===== config.mk =====
export PLATFORM = sky130hd
export DESIGN_NAME = ram_arbiter
export DESIGN_NICKNAME = d
export VERILOG_FILES = /design/src/rtl/ram_arbiter.sv
export SDC_FILE = /design/constraint.sdc
export NUM_CORES = 1
export LEC_CHECK = 0
export CAP_MARGIN = 20
export CORE_MARGIN = 1.5
export CORE_UTILIZATION = 42
export DETAILED_ROUTE_END_ITERATION = 12
export GPL_ROUTABILITY_DRIVEN = 0
export PLACE_DENSITY = 0.91
export SETUP_SLACK_MARGIN = 0.02
export SYNTH_ARGS = -nofsm -noshare
export SYNTH_HDL_FRONTEND = slang
export SYNTH_SLANG_ARGS = --single-unit
export TNS_END_PERCENT = 20

===== constraint.sdc =====
create_clock -name clock -period 2.1 [get_ports clock]
set_input_delay 0.42 -clock clock [delete_from_list [all_inputs] [get_ports clock]]
set_output_delay 0.42 -clock clock [all_outputs]
set_load 0.05 [all_outputs]

===== src/rtl/ram_arbiter.sv =====
// Two-port arbiter in front of a 16x8 single-port RAM: IDLE -> ACCESS -> DONE per access,
// simultaneous requests alternate between ports, every output comes from a register.
module ram_arbiter #(
    parameter int FIRST_PRIO = 0
) (
    input  logic       clock,
    input  logic       reset_n,
    input  logic       req0,
    input  logic       req1,
    input  logic       we0,
    input  logic       we1,
    input  logic [3:0] addr0,
    input  logic [3:0] addr1,
    input  logic [7:0] wdata0,
    input  logic [7:0] wdata1,
    input  logic [7:0] ram_rdata,
    output logic       ack0,
    output logic       ack1,
    output logic [7:0] rdata,
    output logic       busy,
    output logic [3:0] ram_address,
    output logic [7:0] ram_dataIn,
    output logic       ram_writeEnable,
    output logic [1:0] dbg_state
);
    // Handshake: a port raises req with we/addr/wdata stable and holds it until its
    // one-cycle ack; the request is only sampled in IDLE, so late changes are ignored.

    typedef enum logic [1:0] {
        S_IDLE   = 2'd0,
        S_ACCESS = 2'd1,
        S_DONE   = 2'd2
    } state_t;

    // Seeding last_grant with the other port makes FIRST_PRIO win the first tie.
    localparam logic LAST_GRANT_RST = (FIRST_PRIO == 0) ? 1'b1 : 1'b0;

    state_t     r_state;
    logic       r_winner;
    logic       r_last_grant;
    logic       r_ack0;
    logic       r_ack1;
    logic       r_we;
    logic [3:0] r_addr;
    logic [7:0] r_wdata;
    logic [7:0] r_rdata;
    logic       w_win;

    assign w_win = (req0 && req1) ? ~r_last_grant : req1;

    always_ff @(posedge clock or negedge reset_n) begin
        if (!reset_n) begin
            r_state      <= S_IDLE;
            r_winner     <= 1'b0;
            r_last_grant <= LAST_GRANT_RST;
            r_ack0       <= 1'b0;
            r_ack1       <= 1'b0;
            r_we         <= 1'b0;
            r_addr       <= 4'd0;
            r_wdata      <= 8'd0;
            r_rdata      <= 8'd0;
        end else begin
            case (r_state)
                S_IDLE: begin
                    if (req0 || req1) begin
                        r_winner     <= w_win;
                        r_last_grant <= w_win;
                        r_we         <= w_win ? we1 : we0;
                        r_addr       <= w_win ? addr1 : addr0;
                        r_wdata      <= w_win ? wdata1 : wdata0;
                        r_state      <= S_ACCESS;
                    end
                end
                S_ACCESS: begin
                    // The RAM commits the write on this same edge, so the strobe drops here.
                    if (!r_we) begin
                        r_rdata <= ram_rdata;
                    end
                    r_we    <= 1'b0;
                    r_ack0  <= ~r_winner;
                    r_ack1  <= r_winner;
                    r_state <= S_DONE;
                end
                S_DONE: begin
                    r_ack0  <= 1'b0;
                    r_ack1  <= 1'b0;
                    r_state <= S_IDLE;
                end
                default: begin
                    r_ack0  <= 1'b0;
                    r_ack1  <= 1'b0;
                    r_we    <= 1'b0;
                    r_state <= S_IDLE;
                end
            endcase
        end
    end

    assign ack0            = r_ack0;
    assign ack1            = r_ack1;
    assign rdata           = r_rdata;
    assign busy            = (r_state != S_IDLE);
    assign ram_address     = r_addr;
    assign ram_dataIn      = r_wdata;
    assign ram_writeEnable = r_we;
    assign dbg_state       = r_state;

endmodule


* After elaboration in Yosys (flattened, before gate mapping)
Cells that the tools add are included.
** Cells by class
- $add $sub $neg :: 0
- Multiply operators :: 0
- Divide/modulo/power cells :: 0
- Magnitude comparators :: 0
- Equality and inequality tests :: 3
- Shift-type cells :: 0
- Multiplexer cells :: 10
- Bitwise gates (word level) :: 4
- Reductions and logical operators :: 7
** Operator list (count)
- $mux W8 :: 1
- $pmux W1 S2 :: 3
- $reduce_and A2 Y1 :: 3
- $mux W4 :: 1
- $not A1 Y1 :: 4
- $pmux W2 S2 :: 1
- $mux W1 :: 3
- $eq A2 B1 Y1 const B :: 1
- $eq A2 B2 Y1 const B :: 1
- $logic_not A2 Y1 :: 1
- $mux W2 :: 1
- $ne A2 B2 Y1 const B :: 1
- $reduce_bool A2 Y1 :: 1
- $logic_and A1 B1 Y1 :: 1
- $logic_or A1 B1 Y1 :: 1
** Storage, ports and cells
- Flip-flop bits (word level) :: 27
- Bits in latches :: 0
- Memory bits (writable) :: 0
- Memory bits (read-only) :: 0
- Input bits :: 38
- Output and inout bits :: 26
- Logic and storage cells :: 33
- Memories kept :: 0

* Longest topological paths before layout
- Depth in word-level cells :: 5
- Depth in mapped cells :: 5
- Gate-level depth less buffers :: 3

* Worst setup path after synthesis
No wires, ideal clock.
- Kind :: register to output
- Start :: register r_state[0] (netlist: dbg_state[0])
- End :: output busy
- Arrival :: 1.244 ns
- Required time :: 1.680 ns
- Path slack :: 0.436 ns
- Cell stages (with the launch flop) :: 4
- Path buffers :: 1
- Cells stage by stage :: dfrtp_1 nor2_1 buf_2 inv_2
** On the way
- Longest elaborated chain between the ends :: 1
** RTL lines
- start: declaration :: line 38 : state_t r_state;
- start signal: assignment :: line 53 : r_state <= S_IDLE;
- start signal: assignment :: line 71 : r_state <= S_ACCESS;
- start signal: assignment :: line 82 : r_state <= S_DONE;
- $reduce_bool A2 Y1 :: line 102 : assign busy = (r_state != S_IDLE);
- end: declaration :: line 20 : output logic busy,
No other way between the ends.

* Final worst setup path
- Start :: register r_ack0 (netlist: ack0)
- End :: output ack0
** RTL lines
- start: declaration :: line 41 : logic r_ack0;
- start signal: assignment :: line 80 : r_ack0 <= ~r_winner;
- end: declaration :: line 17 : output logic ack0,
No word-level cell between the ends.

==> flow_metrics.py <==
metrics = {
    "clock_tree": {
        "root_buffer": "clkbuf_4",
        "clk_latency_ns": 0.32,
        "tritoncts": "done",
        "clock_path_buffers": 2,
        "cts.clk_slew.worst_paths_ns": 0.14,
        "cts_buffers": 3,
        "holdBufCountCts": 0,
        "htree_levels": 1,
        "cts.sinks": 27,
    },
    "global_routing": {
        "grt_pass1_vias": 1161,
        "grt_pass1_wl_um": 4860,
        "antenna_found_initial": 0,
        "grt_max_degree": 28,
        "overflow": 0,
        "track_usage_pct": 19.4,
    },
    "die": {
        "die-area_um2": 3280,
        "row_count": 19,
        "die_w_um": 57.3,
        "ios": 64,
        "initial_utilization_pct": 44.5,
        "die_h_um": 57.3,
        "coreArea_um2": 2780,
    },
    "sta": {
        "fin_crit_sh_pct": 92.7,
        "slew-limit-headroom_pct": 65.4,
        "hold_viol": 0,
        "finClkSkew_ns": 0.0128,
        "worst_pin_slew_ns": 0.518,
        "final.min_clock_period_ns": 1.95,
        "fin_setup_tns_ns": 0,
        "setup_violations": 0,
        "whs_ns": 0.460,
        "rsz0062_at_grt": "no",
        "drv_slew": 0,
        "max_freq_mhz": 514,
    },
    "setup_path": {
        "slowest_delay_ns": 0.81,
        "cp.arrival_ns": 1.53,
        "crit_family": "buffers and inverters",
        "path_buf_inv": 1,
        "reg2reg_slack_ns": 0.59,
        "reg2reg_depth": 3,
        "worstPathCellList": "clkdlybuf4s50_1",
        "critPathLaunchType": "flip-flop",
        "worst-path-stages": 1,
        "endpoint_kind": "output port",
        "critPathMaxFanout": 2,
        "slowest_stage": "clkdlybuf4s50_1",
        "crit_type": "flip-flop to output port",
        "crit_required_ns": 1.68,
    },
    "min_path": {
        "hold_class": "input port to async pin",
    },
    "job": {
        "maxCapViolCount": 0,
    },
    "layout": {
        "nets": 213,
        "fillCellCount": 222,
        "n_antenna_cell": 0,
        "drive_above_1_share_pct": 13.8,
        "mostFrequentLayoutCells": "60 x clkdlybuf4s50_1, 26 x dfrtp_1, 25 x nand2_1",
        "syn_to_final_growth_pct": 54.8,
        "layout_commonest_cell": "clkdlybuf4s50_1",
    },
    "synthesis": {
        "synth-seq-cells": 27,
        "syn_area_um2": 1240,
        "netlist_instances": 110,
        "ys_warn_count": 0,
        "synth.avg_cell_area_um2": 11.2,
        "yosysUniqueCellTypes": 23,
        "seq_area_frac_synth_pct": 54.7,
        "syn_nets": 148,
    },
    "placed_design": {
        "hpwl_um": 2220,
        "port_buffers": 63,
    },
    "route": {
        "top_layer_used": "met4",
        "drt-met1-wl_um": 1210,
        "wl_um": 2890,
        "drt_pass1_iterations": 4,
        "routedWlPerCell_um": 14.1,
        "drt_iter0_drc": 13,
        "post_drt_via_cell_ratio": 5.07,
        "met3_length_um": 192,
        "dr_wl_met2_um": 1460,
        "dr_total_vias": 1040,
        "drcViolationCount": 0,
        "drt.antenna.violating_nets": 0,
    },
    "pwr": {
        "power_per_cell_area_nw_per_um2": 1730,
        "leakage_nw": 0.807,
        "peakVddDrop_v": 0.00111,
    },
    "status": {
        "status": "complete, no violations",
    },
}
[cells in the mapped netlist]
cell / count / area share (%)
nor2b_1: 1 / 0.51
nand2_1: 25 / 7.6
mux2i_1: 3 / 2.4
a21oi_1: 13 / 5.3
dfrtp_1: 26 / 53
buf_2: 2 / 0.81
dfstp_2: 1 / 2.1
a31oi_1: 3 / 1.5
nor2_1: 3 / 0.91
inv_2: 1 / 0.30
mux2_1: 8 / 7.3
inv_1: 2 / 0.61
buf_4: 1 / 0.61
a221oi_1: 1 / 0.71
mux2_4: 1 / 1.2
buf_6: 2 / 1.8
a21bo_2: 1 / 0.81
clkbuf_1: 2 / 0.61
and2_1: 2 / 1.0
a31oi_2: 9 / 9.1
or2_4: 1 / 0.71
a21boi_2: 1 / 0.91
o21bai_1: 1 / 0.61
[kinds of logic after synthesis]
group | synth area share (%)
AOI/OAI and AO/OA | 18.9
buffers and inverters | 4.75
DFF | 54.7
muxes | 10.9
and+or+nand+nor | 10.7
[metrics by stage]
stage               utilization (%)  total power, mW  instances  cell area [um^2]  setup slack [ns]
finish                         68.9             3.31        205              1920             0.153
global route                   68.9             3.49        205              1920            0.0916
CTS                            68.8             3.34        205              1910            0.0594
detailed placement             67.8             3.12        201              1890             0.143
global placement               67.8             3.08        201              1890             0.236
floorplan                         -             2.44        110              1240             0.436
[power breakdown]
group | switching (mW) | internal (mW)
logic | 1.36 | 0.776
registers | 0.170 | 0.788
clock network | 0.143 | 0.0711
total | 1.68 | 1.63
[flip-flops by register name, summed over array words and instances, names as in the netlist]
signal and count:
dbg_state 2, ram_dataIn 8, r_last_grant 1, rdata 8
ram_address 4, ack0 1, ram_writeEnable 1, ack1 1
r_winner 1
[per-layer routing]
| metal | track usage, % | vias to the layer above |
|---|---|---|
| met5 | 0 | - |
| li1 | - | 508 |
| met4 | 11.0 | 0 |
| met1 | 22.4 | 482 |
| met2 | 33.2 | 48 |
| met3 | 4.31 | 2 |
[path summary, 6_finish.rpt]
| path | startpoint | end |
|---|---|---|
| worst max-delay path | ack0 | ack0 |
| worst min-delay path | reset_n | ram_address[2] |
| worst max register to register | dbg_state[0] | rdata[0] |
| worst min register to register | rdata[6] | rdata[6] |
| max in group asynchronous | reset_n | r_last_grant |
| min in group clock | rdata[6] | rdata[6] |
[area by class of cell]
type / instances / area, um^2 / share of cell area, %
Timing Repair Buffer: 67 / 659 / 34.4
Clock inverter: 1 / 5.00 / 0.261
Tap cell: 31 / 38.8 / 2.02
Clock buffer: 3 / 22.5 / 1.18
Multi-Input combinational cell: 73 / 502 / 26.2
Sequential cell: 27 / 677 / 35.3
Inverter: 3 / 11.3 / 0.588
[timing repair]
action | in CTS | in global routing
buffers inserted | 0 | 0
cloned | 0 | 0
setup endpoints to repair | 1 | 1
resized for setup | 1 | 1
(Power assumes the default switching activity.)
==> RTL change 1 (same flow settings) <==
Reset style: synchronous (`reset_n`), changed in one clocked block.
--- a/src/rtl/ram_arbiter.sv
+++ b/src/rtl/ram_arbiter.sv
@@ -49,5 +49,5 @@
     assign w_win = (req0 && req1) ? ~r_last_grant : req1;
 
-    always_ff @(posedge clock or negedge reset_n) begin
+    always_ff @(posedge clock) begin
         if (!reset_n) begin
             r_state      <= S_IDLE;
Formal check against the unedited RTL: differs if reset_n is asserted again (counterexample within 4 cycles, from zero or initial values and one cycle with reset_n low); with reset_n held inactive, the same outputs for 10 cycles.
==> RTL change 1 against the original RTL <==
- via count increased by 11%
- count of clock-buffer cells in the layout unchanged
- register-to-register slack improved by 0.07 ns
- worst setup slack got worse by 0.0072 ns
- utilization decreased by 0.72 points
- design area decreased by 2.7%
- fmax decreased by 0.37%
- area after synthesis decreased by 3.0%
- wire length increased by 7.3%
- sequential cell count unchanged
- die area decreased by 2.9%
- highest routed layer unchanged
Power is not compared: it rests on default switching activity, and its combinational part moved more than twofold at a synthesized area within 25%.
==> RTL change 1: results <==
[finish]
drive_above_1_share_pct = 13.37
nets = 226
n_fill_cell = 219

[power]
power.total_mw = 1.328

[worst_setup_path]
path_max_fanout = 2
cp_data_arrival_time_ns = 1.53
critical-path-top-delay-family = buffers and inverters

[grt]
grt_pass1_vias = 1166
grt_first_pass_wirelength_mm = 4.788
grt_max_degree = 22
track_usage_pct = 19.00

[cts]
root_buffer = clkbuf_4
insertion_delay_ns = 0.33
clk_pin_slew_worst_paths_ns = 0.15
cts_buffers = 3

[place]
placed_area_sq_um = 1831
hpwlAfterDp_mm = 2.408
place_ws_ns = 0.3185
portBuffers = 63

[logic_synthesis]
async_flop_share_pct = 0
synth_top_flop_cell = dfxtp_1
synth-compound-area-share_pct = 25.86
syn_nets = 163
ys_seq_area_share_pct = 45.05
muxShareOfSynthArea_pct = 8.342
synth_area_leaders = dfxtp_1 (45%), a311oi_2 (14%), mux2i_1 (8.3%)
ys_warn_count = 0
yosys-top-cells-count = dfxtp_1 (27), nand2_1 (25), a21oi_1 (13), nor2_1 (12), a311oi_2 (11)
yosysUniqueCellTypes = 22

[drt]
post_drt_wl_per_cell_microns = 14.23
viasPerCell = 5.317
first_iter_violations = 26
dr.pass1.iters = 4

[hold_path]
worst_hold_path_type = flip-flop to flip-flop

[timing]
final.setup.tns_ns = 0
fin_skew_ns = 0.006301
maxSlewHeadroom_pct = 64.56

[run_status]
outcome = finished clean
-- RTL change 1: cell types whose count changed in the layout (fill, tap and decap cells not counted), sizes merged, moves of 2 or more --
cell / unedited run / this run
dfrtp: 26 / 0
o21ai: 0 / 2
a31oi: 12 / 0
mux2: 9 / 0
nand3: 0 / 3
nor2: 3 / 12
a311oi: 0 / 12
and2: 2 / 0
dfxtp: 0 / 27
mux2i: 3 / 10
-- RTL change 1: through the flow --
step | instances | hold slack [ns]
2_1_floorplan | 125 | 0.4312
3_3_place_gp | 214 | 0.4413
3_5_place_dp | 214 | 0.4547
4_1_cts | 218 | 0.4736
5_1_grt | 218 | 0.4951
6_report | 218 | 0.4727
-- RTL change 1: layout make-up --
cell class / count / area (sq um) / share of cell area (%)
well taps: 31 / 38.79 / 2.082
repair buffers: 67 / 658.1 / 35.33
multi-input cells: 86 / 584.3 / 31.36
clock inverters: 1 / 7.507 / 0.4030
flip-flops and latches: 27 / 540.5 / 29.01
clock buffers: 3 / 22.52 / 1.209
inverters: 3 / 11.26 / 0.6044
-- RTL change 1: power by group --
| part | switching [mW] | internal, mW | total, mW |
|---|---|---|---|
| combinational | 0.296 | 0.211 | 0.506 |
| sequential | 0.0322 | 0.560 | 0.592 |
| clock | 0.156 | 0.0729 | 0.229 |
| total | 0.484 | 0.844 | 1.33 |
-- RTL change 1: cell families (layout without fill, tap and decap cells) --
| group | count (synthesis) | count (layout) |
|---|---|---|
| flops | 27 | 27 |
| buf+inv | 12 | 74 |
| simple gates | 43 | 43 |
| compound gates | 33 | 33 |
| mux | 10 | 10 |
-- RTL change 1: worst paths after layout --
check             cells past startpoint                     to  slack (ns)                       start
hold / removal                        1      ack0$_SDFFE_PN0N_        0.47       r_winner$_SDFFE_PN0P_
setup reg to reg                      4  rdata[0]$_SDFFE_PN0P_        0.66   dbg_state[0]$_SDFFE_PN0P_
setup / recovery                      1          ram_dataIn[6]        0.15  ram_dataIn[6]$_SDFFE_PN0P_
hold reg to reg                       1      ack0$_SDFFE_PN0N_        0.47       r_winner$_SDFFE_PN0P_
-- RTL change 1: timing repair --
action | in CTS | in global routing
endpoints found under the setup margin | 0 | 1
hold endpoints to repair | 0 | 0
gates resized for setup | 0 | 1
-- RTL change 1: metal layers --
| layer | track usage [%] | wire length [microns] | vias up |
|---|---|---|---|
| met3 | 4.378 | 213 | 6 |
| met1 | 19.05 | 1213 | 538 |
| li1 | - | - | 566 |
| met4 | 10.54 | 72 | 0 |
| met5 | 0 | 0 | - |
| met2 | 35.38 | 1603 | 49 |
==> RTL change 2 (config.mk and constraints unchanged) <==
Made on the original files. `FIRST_PRIO`: 0 -> 1.
--- a/src/rtl/ram_arbiter.sv
+++ b/src/rtl/ram_arbiter.sv
@@ -2,5 +2,5 @@
 // simultaneous requests alternate between ports, every output comes from a register.
 module ram_arbiter #(
-    parameter int FIRST_PRIO = 0
+    parameter int FIRST_PRIO = 1
 ) (
     input  logic       clock,
Function: changed (a bounded check fails within 4 cycles, from zero or initial values and one cycle with reset_n low).
==> RTL change 2 against the original RTL <==
- worst setup slack worse by 0.020 ns
- total power increased by 10%
- sequential power down 3.3%
- sequential cell count decreased by 1
- area after synthesis is 8.1% higher
- hold slack worse by 0.029 ns
- wire length rose by 11%
- critical path depth is the same
- design area increased by 5.6%
- sequential share of layout area fell by 3.2 points
==> RTL change 2: results <==
[grt]
grt_max_degree = 27
grt_pass1_vias = 1136
grt_first_pass_wirelength_mm = 5.043
track_usage_pct = 19.10

[timing]
maxSlewHeadroom_pct = 65.58
fin_crit_sh_pct = 93.64
hold_slack_ns = 0.4312
fin_skew_ns = 0.01817

[place]
placed_area_sq_um = 1973
hpwlAfterDp_mm = 2.579
dpl.cell_count = 211

[logic_synthesis]
synth_area_leaders = dfrtp_1 (49%), a31oi_4 (14%), mux2_4 (9.0%)
muxShareOfSynthArea_pct = 11.23
synth_area_per_cell_sq_um = 12.38
ys_seq_area_share_pct = 48.64
syn_nets = 146
yosysUniqueCellTypes = 21
yosys-top-cells-count = dfrtp_1 (26), nand2_1 (25), a21oi_1 (13), a31oi_4 (9), mux2_4 (8)

[drt]
first_iter_violations = 11
drt-met1-wl_mm = 1.183
post_drt_wl_per_cell_microns = 14.93

[finish]
drive_above_1_share_pct = 18.71
final_cells = 215

[worst_setup_path]
cp_data_arrival_time_ns = 1.55
r2r_slack_ns = 0.70

[power]
comb_power_share_pct = 65.1
ir_drop_mv = 0.6974
swShare_pct = 49.06

[cts]
cts_resized = 2

[run_status]
outcome = finished clean
-- RTL change 2: power groups by stage --
stage / clock, mW / combinational, mW / sequential (mW)
finish: 0.346 / 2.38 / 0.926
detailed placement: 0 / 2.40 / 0.940
global placement: 0 / 2.34 / 0.922
global route: 0.363 / 2.50 / 0.955
CTS: 0.346 / 2.40 / 0.928
floorplan: 0 / 0.949 / 1.75
-- RTL change 2: routing by layer --
layer	global-route usage [%]	up-vias
li1	-	498
met5	0	-
met4	6.818	0
met2	37.36	53
met3	3.712	6
met1	19.67	511
-- RTL change 2: layout make-up --
type	instances	area [sq um]	share of cell area, %
Clock buffer	3	22.52	1.113
Inverter	3	11.26	0.5566
Tap cell	44	55.05	2.721
Timing Repair Buffer	66	648.1	32.03
Sequential cell	26	650.6	32.16
Clock inverter	1	30.03	1.484
Multi-Input combinational cell	72	605.6	29.93
-- RTL change 2: path summary, 6_finish.rpt --
| check | start | to | depth (start not counted) |
|---|---|---|---|
| worst min register to register | rdata[4]$_DFFE_PN0P_ | rdata[4]$_DFFE_PN0P_ | 1 |
| worst max-delay path | ram_dataIn[7]$_DFFE_PN0P_ | ram_dataIn[7] | 1 |
| worst min-delay path | reset_n | ram_writeEnable$_DFFE_PN0P_ | 2 |
| min in group clock | rdata[4]$_DFFE_PN0P_ | rdata[4]$_DFFE_PN0P_ | 1 |
| max in group asynchronous | reset_n | ram_dataIn[1]$_DFFE_PN0P_ | 2 |
| worst max register to register | dbg_state[1]$_DFFE_PN0P_ | r_last_grant$_DFFE_PN0P_ | 3 |
-- RTL change 2: kinds of logic after synthesis --
| kind of cell | after synthesis |
|---|---|
| multiplexers | 11 |
| AND/OR/NAND/NOR | 32 |
| buffers and inverters | 10 |
| AO/OA/AOI/OAI | 29 |
| flip-flops | 26 |
